## config.mk

```make
export PLATFORM = sky130hd
export DESIGN_NAME = updown_cmd_gen
export DESIGN_NICKNAME = d
export VERILOG_FILES = /design/src/rtl/updown_pkg.sv /design/src/rtl/btn_debounce.sv /design/src/rtl/updown_cmd_gen.sv
export SDC_FILE = /design/constraint.sdc
export NUM_CORES = 1
export LEC_CHECK = 0
export ABC_AREA = 0
export BUFFER_PORTS_ARGS = -buffer_cell sky130_fd_sc_hd__buf_2
export CORE_MARGIN = 3
export CORE_UTILIZATION = 46
export DETAILED_ROUTE_END_ITERATION = 6
export GPL_ROUTABILITY_DRIVEN = 0
export PLACE_DENSITY = 0.7
export SLEW_MARGIN = 40
export SYNTH_ARGS = -nofsm -noshare
export SYNTH_HDL_FRONTEND = slang
export SYNTH_SLANG_ARGS = --single-unit
```

## constraint.sdc

```tcl
create_clock -name clk -period 1.58 [get_ports clk]
set_input_delay 0.316 -clock clk [delete_from_list [all_inputs] [get_ports clk]]
set_output_delay 0.316 -clock clk [all_outputs]
set_load 0.02 [all_outputs]
```

## src/rtl/updown_pkg.sv

```systemverilog
// Shared types and constants for the up/down command generator.
// Holds the repeat FSM state encoding and the direction encoding seen by the counter.
package updown_pkg;

  localparam int DATA_W_DEF = 3;

  localparam logic DIR_UP = 1'b1;
  localparam logic DIR_DN = 1'b0;

  typedef enum logic [1:0] {
    IDLE   = 2'd0,
    HOLD   = 2'd1,
    REPEAT = 2'd2
  } rpt_state_e;

  function automatic int max_int(input int a, input int b);
    return (a > b) ? a : b;
  endfunction

endpackage

```

## src/rtl/btn_debounce.sv

```systemverilog
// One push-button channel: 2-flop synchroniser, stability counter and a
// registered single-cycle pulse on each debounced rising edge.
module btn_debounce #(
  parameter int DB_CYCLES = 4
) (
  input  logic clk,
  input  logic rst,
  input  logic btn_i,
  output logic level_o,
  output logic rise_o
);

  localparam int CW = $clog2(DB_CYCLES + 1);
  localparam logic [CW-1:0] CNT_LAST = CW'(DB_CYCLES - 1);

  logic          sync1_q;
  logic          sync2_q;
  logic          level_q;
  logic          level_d;
  logic          prev_q;
  logic          rise_q;
  logic [CW-1:0] cnt_q;
  logic [CW-1:0] cnt_d;

  // Count consecutive disagreement cycles; flip the level on the last one.
  always_comb begin
    level_d = level_q;
    cnt_d   = {CW{1'b0}};
    if (sync2_q != level_q) begin
      if (cnt_q == CNT_LAST) begin
        level_d = ~level_q;
        cnt_d   = {CW{1'b0}};
      end else begin
        cnt_d = cnt_q + CW'(1);
      end
    end else begin
      cnt_d = {CW{1'b0}};
    end
  end

  // Synchroniser, debounce state and rise pulse registers.
  always_ff @(posedge clk) begin
    if (rst) begin
      sync1_q <= 1'b0;
      sync2_q <= 1'b0;
      level_q <= 1'b0;
      cnt_q   <= {CW{1'b0}};
      prev_q  <= 1'b0;
      rise_q  <= 1'b0;
    end else begin
      sync1_q <= btn_i;
      sync2_q <= sync1_q;
      level_q <= level_d;
      cnt_q   <= cnt_d;
      prev_q  <= level_q;
      rise_q  <= level_q & ~prev_q;
    end
  end

  assign level_o = level_q;
  assign rise_o  = rise_q;

endmodule

```

## src/rtl/updown_cmd_gen.sv

```systemverilog
// Turns three raw buttons into clean load/count strobes for updown_counter,
// with fixed-priority arbitration and optional auto-repeat on held up/down.
module updown_cmd_gen
  import updown_pkg::*;
#(
  parameter int DB_CYCLES  = 4,
  parameter int RPT_DELAY  = 16,
  parameter int RPT_PERIOD = 8,
  parameter int DATA_W     = DATA_W_DEF
) (
  input  logic              clk,
  input  logic              rst,
  input  logic              btn_up,
  input  logic              btn_dn,
  input  logic              btn_ld,
  input  logic [DATA_W-1:0] ld_value,
  output logic              ld_cnt,
  output logic              updn_cnt,
  output logic              count_enb,
  output logic [DATA_W-1:0] data_in,
  output logic              conflict
);

  localparam int TW = $clog2(max_int(RPT_DELAY, RPT_PERIOD) + 1);
  localparam logic [TW-1:0] DLY_LAST = TW'((RPT_DELAY > 0) ? RPT_DELAY - 1 : 0);
  localparam logic [TW-1:0] PER_LAST = TW'(RPT_PERIOD - 1);
  localparam logic RPT_EN = (RPT_DELAY > 0);

  logic up_lvl, up_rise;
  logic dn_lvl, dn_rise;
  logic ld_lvl, ld_rise;

  rpt_state_e    state_q, state_d;
  logic [TW-1:0] timer_q, timer_d;
  logic          dir_q, dir_d;
  logic          rpt_ev;
  logic          lat_lvl;
  logic          opp_ev;
  logic          leave;

  logic              ld_q, ld_d;
  logic              enb_q, enb_d;
  logic              updn_q, updn_d;
  logic [DATA_W-1:0] data_q, data_d;
  logic              conflict_q, conflict_d;

  btn_debounce #(.DB_CYCLES(DB_CYCLES)) u_db_up (
    .clk(clk), .rst(rst), .btn_i(btn_up), .level_o(up_lvl), .rise_o(up_rise)
  );
  btn_debounce #(.DB_CYCLES(DB_CYCLES)) u_db_dn (
    .clk(clk), .rst(rst), .btn_i(btn_dn), .level_o(dn_lvl), .rise_o(dn_rise)
  );
  btn_debounce #(.DB_CYCLES(DB_CYCLES)) u_db_ld (
    .clk(clk), .rst(rst), .btn_i(btn_ld), .level_o(ld_lvl), .rise_o(ld_rise)
  );

  // Repeat FSM next state; any competing press cancels the repeat.
  always_comb begin
    state_d = state_q;
    timer_d = timer_q;
    dir_d   = dir_q;
    rpt_ev  = 1'b0;
    lat_lvl = (dir_q == DIR_UP) ? up_lvl : dn_lvl;
    opp_ev  = (dir_q == DIR_UP) ? dn_rise : up_rise;
    leave   = ~lat_lvl | opp_ev | ld_rise;
    case (state_q)
      IDLE: begin
        if (RPT_EN && !ld_rise && (up_rise ^ dn_rise)) begin
          state_d = HOLD;
          dir_d   = up_rise ? DIR_UP : DIR_DN;
          timer_d = {TW{1'b0}};
        end else begin
          state_d = IDLE;
        end
      end
      HOLD: begin
        if (leave) begin
          state_d = IDLE;
          timer_d = {TW{1'b0}};
        end else if (timer_q == DLY_LAST) begin
          state_d = REPEAT;
          timer_d = {TW{1'b0}};
          rpt_ev  = 1'b1;
        end else begin
          timer_d = timer_q + TW'(1);
        end
      end
      REPEAT: begin
        if (leave) begin
          state_d = IDLE;
          timer_d = {TW{1'b0}};
        end else if (timer_q == PER_LAST) begin
          timer_d = {TW{1'b0}};
          rpt_ev  = 1'b1;
        end else begin
          timer_d = timer_q + TW'(1);
        end
      end
      default: begin
        state_d = IDLE;
        timer_d = {TW{1'b0}};
      end
    endcase
  end

  // Fixed priority: load, then up/down conflict, then single press, then repeat.
  always_comb begin
    ld_d       = 1'b0;
    enb_d      = 1'b0;
    updn_d     = updn_q;
    data_d     = data_q;
    conflict_d = conflict_q;
    if (ld_rise) begin
      ld_d   = 1'b1;
      data_d = ld_value;
    end else if (up_rise && dn_rise) begin
      conflict_d = 1'b1;
    end else if (up_rise) begin
      enb_d  = 1'b1;
      updn_d = DIR_UP;
    end else if (dn_rise) begin
      enb_d  = 1'b1;
      updn_d = DIR_DN;
    end else if (rpt_ev) begin
      enb_d  = 1'b1;
      updn_d = dir_q;
    end else begin
      enb_d = 1'b0;
    end
  end

  // FSM and output registers.
  always_ff @(posedge clk) begin
    if (rst) begin
      state_q    <= IDLE;
      timer_q    <= {TW{1'b0}};
      dir_q      <= DIR_UP;
      ld_q       <= 1'b0;
      enb_q      <= 1'b0;
      updn_q     <= DIR_UP;
      data_q     <= {DATA_W{1'b0}};
      conflict_q <= 1'b0;
    end else begin
      state_q    <= state_d;
      timer_q    <= timer_d;
      dir_q      <= dir_d;
      ld_q       <= ld_d;
      enb_q      <= enb_d;
      updn_q     <= updn_d;
      data_q     <= data_d;
      conflict_q <= conflict_d;
    end
  end

  assign ld_cnt    = ld_q;
  assign count_enb = enb_q;
  assign updn_cnt  = updn_q;
  assign data_in   = data_q;
  assign conflict  = conflict_q;

endmodule
```

[Word-level counts from Yosys, hierarchy flattened]
Cells that the tools add are included.
Cells by class
  add/sub/neg operators: 4
  multiply operators: 0
  divide/modulo/power cells: 0
  $lt $le $gt $ge: 0
  equal/unequal tests: 13
  shift-type cells: 0
  mux-type cells: 26
  bitwise operators: 18
  reduce and logical (&&, ||, !) cells: 16
Operators with widths (count)
  5-bit two-way mux: 5
  1-bit two-way mux: 15
  5-bit case mux with 3 select lines: 1
  1-bit inverter: 12
  2-bit AND reduction: 6
  3-bit OR reduction: 4
  3-bit by 1-bit adder with 3-bit output, second input constant: 3
  3-bit by 2-bit equality test with 1-bit output, second input constant: 3
  2-bit two-way mux: 3
  2-bit case mux with 3 select lines: 1
  5-bit by 1-bit adder with 5-bit output, second input constant: 1
  5-bit by 3-bit equality test with 1-bit output, second input constant: 1
  5-bit by 4-bit equality test with 1-bit output, second input constant: 1
  2-bit != test, second input constant: 2
  1-bit bitwise AND: 3
  1-bit != test: 3
  3-bit != test, second input constant: 1
  3-bit AND reduction: 1
  3-bit nonzero test: 1
  2-bit by 1-bit equality test with 1-bit output, second input constant: 1
  2-bit equality test, second input constant: 1
  1-bit logical AND: 2
  2-bit zero test: 1
  1-bit bitwise OR: 2
  other kinds (3): 3
Storage, ports and cells
  register bits after elaboration: 39
  latch bits: 0
  RAM bits: 0
  memory bits (read-only): 0
  input port bits: 8
  memories kept: 0

[Logic depth before layout (Yosys ltp)]
Gate-level depths: netlist (run 1).
  word-level depth: 9
  depth in mapped cells: 8

[Modules after synthesis]
Synthesis (run 1) repeated with hierarchy kept, for this count alone.
Second synthesis, totals
  cells, all modules: 160
  area, all modules: 1660.3 µm²
By module, submodules not included
  updown_cmd_gen: instances 1, cells each 97, area an instance 860.8 µm², sequential area each 300.3 µm²
  btn_debounce: instances 3, cells each 21, area an instance 266.5 µm², sequential area each 160.2 µm²

[Least setup slack after synthesis (run 1)]
No wires, ideal clock.
  kind: register -> register
  start: register timer_q[0]
  end: register updn_q (netlist: updn_cnt)
  setup time: 72 ps
  data arrival time: 1586 ps
  data required time: 1508 ps
  slack: -78 ps
  stages on the path, launching flop included: 9
  buffers on the path: 0
  cells stage by stage: dfxtp_1 > ha_1 > nand3_1 > inv_1 > ha_1 > a211o_1 > a21o_1 > o311ai_2 > mux2i_1
Between the ends
  word-level cells in the longest chain between the ends: 6
Ends and longest elaborated chain
  start: declaration: line updown_cmd_gen.sv:34  | logic [TW-1:0] timer_q, timer_d;
  start signal: assignment: line updown_cmd_gen.sv:136  | timer_q <= {TW{1'b0}};
  start signal: assignment: line updown_cmd_gen.sv:145  | timer_q <= timer_d;
  5-bit by 3-bit equality test with 1-bit output / 5-bit by 4-bit equality test with 1-bit output (equally long branches): line updown_cmd_gen.sv:92, updown_cmd_gen.sv:80
  1-bit two-way mux (on tied branches): line updown_cmd_gen.sv:92, updown_cmd_gen.sv:80
  1-bit two-way mux (on tied branches): line updown_cmd_gen.sv:89, updown_cmd_gen.sv:77
  1-bit case mux with 2 select lines *: line updown_cmd_gen.sv:66  | case (state_q)
  3-bit nonzero test (no source line) *
  3-bit AND reduction (no source line) *
  end signal: assignment: line updown_cmd_gen.sv:149  | updn_q <= updn_d;
  end: declaration: line updown_cmd_gen.sv:43  | logic updn_q, updn_d;
Mark *: on every way between the ends. The rest lies on a longest branch, timed or not.
A chain may end at the register's enable or synchronous reset.

[Worst setup path in the final report (run 1)]
  start: register timer_q[0]
  end: register state_q[0]
Between the ends
  word-level cells in the longest chain between the ends: 3
Ends and longest elaborated chain
  5-bit by 4-bit equality test with 1-bit output: line updown_cmd_gen.sv:80  | end else if (timer_q == DLY_LAST) begin
  3-bit != test (no source line)
  2-bit AND reduction (no source line)
  end signal: assignment: line updown_cmd_gen.sv:144  | state_q <= state_d;
  end: declaration: line updown_cmd_gen.sv:33  | rpt_state_e state_q, state_d;
No other way between the ends.

==> results of run 1 <==
per-layer routing:
layer | up-vias | global-route usage (%)
met3 | 12 | 4.08
met4 | 0 | 6.60
met1 | 565 | 15.7
met5 | - | 0
met2 | 19 | 25.0
li1 | 598 | -
per-stage QoR:
stage	area, um2	setup TNS, ns	hold WS (ns)
finish	1970	0	0.181
global route	1970	-0.151	0.172
CTS	1940	0	0.173
detailed placement	1820	-0.0378	0.375
global placement	1820	0	0.372
floorplan	1670	0	0.367
cell usage in the layout (no fill, tap or decap), types with 5 or more instances in the layout:
cell      netlist  routed
a21oi_1         5       5
nor2b_1        15      15
nand2_1         5       5
buf_2           0      14
nor2_1         22      22
ha_1           13      11
mux2i_1         8       8
clkbuf_4        0       5
inv_1          15      14
buf_4           1       8
dfxtp_1        39      35
worst paths after layout:
path         slack, ns                       from                    endpoint
min               0.18                     btn_ld  u_db_ld.sync1_q$_SDFF_PP0_
min reg2reg       0.38  u_db_up.prev_q$_SDFF_PP0_   u_db_up.rise_o$_SDFF_PP0_
max              0.007    timer_q[0]$_SDFFE_PP0P_     state_q[0]$_SDFFE_PP0P_
max reg2reg      0.007    timer_q[0]$_SDFFE_PP0P_     state_q[0]$_SDFFE_PP0P_
state kept, by name, summed over array words and instances (netlist names), 2 cells and up:
name           flops
u_db_ld.cnt_q      3
u_db_dn.cnt_q      3
timer_q            5
data_in            3
state_q            2
u_db_up.cnt_q      3
layout make-up:
cell class                 count  share of cell area, %
timing repair buffer          22                   6.62
multi-input combinational    104                   43.0
clock buffer                   6                   2.61
clock inverter                 2                   1.97
sequential                    39                   40.0
tap                           46                   2.93
inverter                      15                   2.86
cells by family (layout without fill, tap and decap cells):
group           after synthesis  after routing  synth area share [%]
fa+ha+maj                    13             13                  9.80
flops                        39             39                  47.0
compound gates               21             21                  10.5
buf+inv                      19             45                  5.43
xor+xnor                      3              3                  1.58
mux                           8              8                  4.82
simple gates                 59             59                  20.9
power by group through the flow:
stage	registers (mW)	logic (mW)	clock network, mW
2_1_floorplan	1.02	0.0249	0
3_3_place_gp	1.02	0.0351	0
3_5_place_dp	1.02	0.0370	0
4_1_cts	0.997	0.0373	0.730
5_1_grt	0.998	0.0427	0.777
6_report	0.996	0.0372	0.712
critical path, stage by stage, from the launching register on:
cell     delay (ns)
dfxtp_2        0.36
ha_4           0.17
nand3_4        0.06
inv_2          0.04
ha_4           0.16
buf_4          0.13
nor2b_1        0.20
o22ai_1        0.14
mux2i_1        0.16
nor2_1         0.05
timing repair:
| action | in CTS | in global routing |
|---|---|---|
| endpoints found under the setup margin | 1 | 5 |
| buffers inserted | 0 | 1 |
| hold buffers | 0 | 0 |
| resized for setup | 6 | 5 |
| pin swaps | 1 | 2 |
==> impl_metrics.json, run 1 <==
{
  "status": "complete, no violations",
  "dr.pass1.iters": 4,
  "start_util_pct": 48.6,
  "netlist.area_leader.share_pct": 47.0,
  "die_h_um": 66.1,
  "via_count": 1194,
  "seq_power_share_pct": 57.1,
  "syn_nets": 183,
  "syn_to_final_growth_pct": 18.4,
  "cts_made_buffers": 5,
  "grt_antenna_before_repair": 0,
  "grt_pass1_wl_um": 4680,
  "setup_violations": 0,
  "remaining_drc_errors": 0,
  "htreeDepth": 2,
  "wl_per_cell_um": 12.4,
  "slew_viol_final": 0,
  "tritoncts": "built",
  "ys_seq_elements": 39,
  "powerDensity_mw_per_mm2": 888,
  "endpoint_kind": "flip-flop",
  "drt_iter0_markers": 67,
  "fillers": 309,
  "critical_path.max_fanout": 4,
  "clk_path_buf_depth": 2,
  "ys_async_sr_fraction_pct": 0,
  "cts-root-buf": "clkbuf_4",
  "dieArea_mm2": 0.00437,
  "fin_cells": 234,
  "totalWireLength_um": 2900,
  "hold_class": "input port to flip-flop",
  "reg2reg_depth": 9,
  "core_mm2": 0.00342,
  "placed_cells": 225,
  "die_w_um": 66.1,
  "comb_power_share_pct": 2.1,
  "syn_avg_cell_area_um2": 10.2,
  "yosysSeqAreaShare_pct": 47.0,
  "port_buffers": 14,
  "dr_wl_met3_um": 97,
  "regArea_um2": 786,
  "vias_per_cell": 5.10,
  "rows": 21,
  "ant_nets": 0,
  "synth_top_cells_by_count": "dfxtp_1, nor2_1, inv_1, nor2b_1, ha_1",
  "drv_cap": 0,
  "io_pins": 15,
  "cts.clk_slew.worst_paths_ns": 0.12,
  "synth-edff-count": 0,
  "cp.arrival_ns": 1.81,
  "synthDistinctLibCells": 36,
  "switching_share_pct": 20.3,
  "fmax_mhz": 636,
  "synth_flop_cell": "dfxtp_1",
  "final_util_pct": 57.5,
  "skew_ns": 0.0133,
  "drive_gt1_share_pct": 25.0,
  "yosys.cell_count.top_type": "dfxtp_1",
  "internal_power_mw": 1.39,
  "antenna_cells": 0,
  "p_leak_nw": 0.776,
  "relSlewSlack_pct": 67.2,
  "pre_cts_slack_ns": -0.0378,
  "place.detailed.hpwl_um": 2090,
  "clock_power_share_pct": 40.8,
  "netlist_instances": 162,
  "hold_viol": 0,
  "rsz0062_at_grt": "true",
  "ir_drop_mv": 0.638,
  "total_power_mw": 1.75,
  "grt_max_degree": 27,
  "worstMarginPinSlew_ns": 0.492,
  "clock_latency_ns": 0.34,
  "grt_use_total_pct": 14.3,
  "hold_depth": 2,
  "post-route-period-util_pct": 99.6,
  "period_needed_ns": 1.57,
  "crit_required_ns": 1.81,
  "path_class": "flip-flop to flip-flop",
  "yosys_warnings": 0,
  "met2_length_um": 1500,
  "start_kind": "flip-flop",
  "synth_top_cell_by_area": "dfxtp_1",
  "nNetsFinal": 208,
  "power_switching_mw": 0.354,
  "top_layer": "met4",
  "synth_area_mm2": 0.00166,
  "multiInputGateArea_um2": 846,
  "wl_met1_um": 1220,
  "synth_area_leaders": "dfxtp_1, ha_1, nor2b_1",
  "grt_overflow": 0,
  "cts_sinks": 39,
  "grt_pass1_vias": 1101,
  "setup_ws_ns": 0.00677
}
Power figures use the tool's default switching activity.
==> run 2: changes to the inputs <==
Settings changed: PLACE_DENSITY 0.7 to not set, PLACE_DENSITY_LB_ADDON set to 0.25.
==> run 2 against run 1 <==
First-iteration DRC count shrank 24%. Core utilization grew 1.1 points. Highest routed layer unchanged. Via count shrank 1.2%. Largest cell class unchanged. Clock-buffer cell count shrank 1. Global-route usage grew 0.99 points. Clock power grew 16%. Die area is the same. Sequential cell count is the same. Maximum frequency grew 1.3%. Worst hold slack lost 0.020 ns. Critical path type unchanged. Combinational power grew 7.5%.
==> impl_metrics.json, run 2 (synthesis gave the netlist of run 1 again) <==
{
  "status": "complete, no violations",
  "grt_overflow": 0,
  "post-route-period-util_pct": 98.3,
  "worst_path_most_repeated_cell": "ha_4",
  "dieArea_mm2": 0.00437,
  "core_mm2": 0.00342,
  "die_h_um": 66.1,
  "grt_use_total_pct": 15.2,
  "crit_required_ns": 1.87,
  "cts.clk_slew.worst_paths_ns": 0.11,
  "design_area_mm2": 0.00200,
  "cts-root-buf": "clkbuf_4",
  "die_w_um": 66.1,
  "path_class": "flip-flop to flip-flop",
  "grt_pass1_wl_um": 4890,
  "grt_antenna_before_repair": 0,
  "worst-path-buf-inv": 1,
  "rsz0062_at_grt": "true",
  "endpoint_kind": "flip-flop",
  "worstMarginPinSlew_ns": 0.356,
  "layout_common_cells": "dfxtp_1, nor2_1, nor2b_1",
  "largest_reg_flops": 5,
  "io_pins": 15,
  "start_util_pct": 48.6,
  "syn_to_final_growth_pct": 20.7,
  "startpoint": "timer_q[0]$_SDFFE_PP0P_",
  "regMostFlops": "timer_q",
  "relSlewSlack_pct": 76.3,
  "clock_latency_ns": 0.35,
  "dr.pass1.iters": 4,
  "drv_cap": 0,
  "hold_class": "input port to flip-flop",
  "powerDensity_mw_per_mm2": 929,
  "port_buffers": 14,
  "clk_path_buf_depth": 2,
  "hold_viol": 0,
  "fin_setup_tns_ns": 0,
  "htreeDepth": 2,
  "total_power_mw": 1.86,
  "ir_drop_mv": 0.618,
  "setup_violations": 0,
  "grt_pass1_vias": 1094,
  "period_needed_ns": 1.55,
  "r2r_start": "timer_q[0]$_SDFFE_PP0P_",
  "grt_max_degree": 19,
  "wl_per_cell_um": 12.1,
  "start_kind": "flip-flop",
  "final_common_cell": "dfxtp_1",
  "via_count": 1180,
  "path_cells": "ha_4 -> nand3_4 -> inv_2 -> ha_4 -> a211o_1 -> a21o_1 -> o311ai_4 -> mux2i_1",
  "cts_made_buffers": 5,
  "place.detailed.hpwl_um": 2070,
  "tritoncts": "built",
  "antenna_cells": 0,
  "remaining_drc_errors": 0,
  "vias_per_cell": 5.00,
  "ant_nets": 0,
  "crit_family": "compound AO/OA/AOI/OAI gates",
  "skew_ns": 0.00264,
  "p_leak_nw": 0.794,
  "totalWireLength_um": 2850,
  "drt_iter0_markers": 51,
  "min-delay-start": "btn_ld",
  "fmax_mhz": 644,
  "crit_slowest_cell": "dfxtp_1",
  "rows": 21,
  "critical_path.max_fanout": 3,
  "drive_gt1_share_pct": 24.7,
  "cp.arrival_ns": 1.84,
  "post_dp_cell_area_mm2": 0.00184,
  "nNetsFinal": 210,
  "cts_sinks": 39,
  "critPathMaxStageDelay_ns": 0.36,
  "slew_viol_final": 0
}
-- run 2: path summary, 6_finish.rpt --
| check | slack [ns] | end | cells after the start |
|---|---|---|---|
| max reg2reg | 0.03 | updn_cnt$_SDFFE_PP1P_ | 8 |
| min reg2reg | 0.39 | u_db_dn.rise_o$_SDFF_PP0_ | 1 |
| min | 0.16 | u_db_ld.sync1_q$_SDFF_PP0_ | 2 |
| max | 0.03 | updn_cnt$_SDFFE_PP1P_ | 8 |
-- run 2: cell type report --
cell class | count | area (um2)
tap | 46 | 57.6
clock buffer | 5 | 37.5
clock inverter | 3 | 67.6
fill | 289 | 1410
inverter | 15 | 56.3
timing repair buffer | 24 | 158
sequential | 39 | 783
multi-input combinational | 104 | 845
-- run 2: power breakdown --
group	total, mW	switching (mW)	internal (mW)
sequential	0.996	0.00376	0.992
combinational	0.0400	0.0202	0.0198
clock	0.825	0.334	0.492
total	1.86	0.358	1.50
-- run 2: per-stage QoR --
step	worst slack, ns	util, %	hold WS (ns)	std cells
6_report	0.0270	58.7	0.161	236
5_1_grt	-0.0318	58.7	0.163	236
4_1_cts	0.0251	58.0	0.152	235
3_5_place_dp	-0.0400	53.8	0.372	226
3_3_place_gp	0.00735	53.8	0.372	226
2_1_floorplan	0.0165	-	0.367	162
-- run 2: routing by layer --
metal	share of wire, %	vias to the layer above	routed length, um	global-route usage (%)
li1	-	602	-	-
met1	44	548	1260	18.6
met2	48	22	1380	23.0
met3	4.3	8	123	4.93
met4	2.8	0	79	9.39
met5	0	-	0	0
-- run 2: what timing repair did --
| action | CTS | global route |
|---|---|---|
| pin swaps | 2 | 1 |
| setup buffers | 1 | 1 |
| resized for setup | 5 | 4 |
| endpoints found under the setup margin | 1 | 5 |
| hold buffers | 0 | 0 |
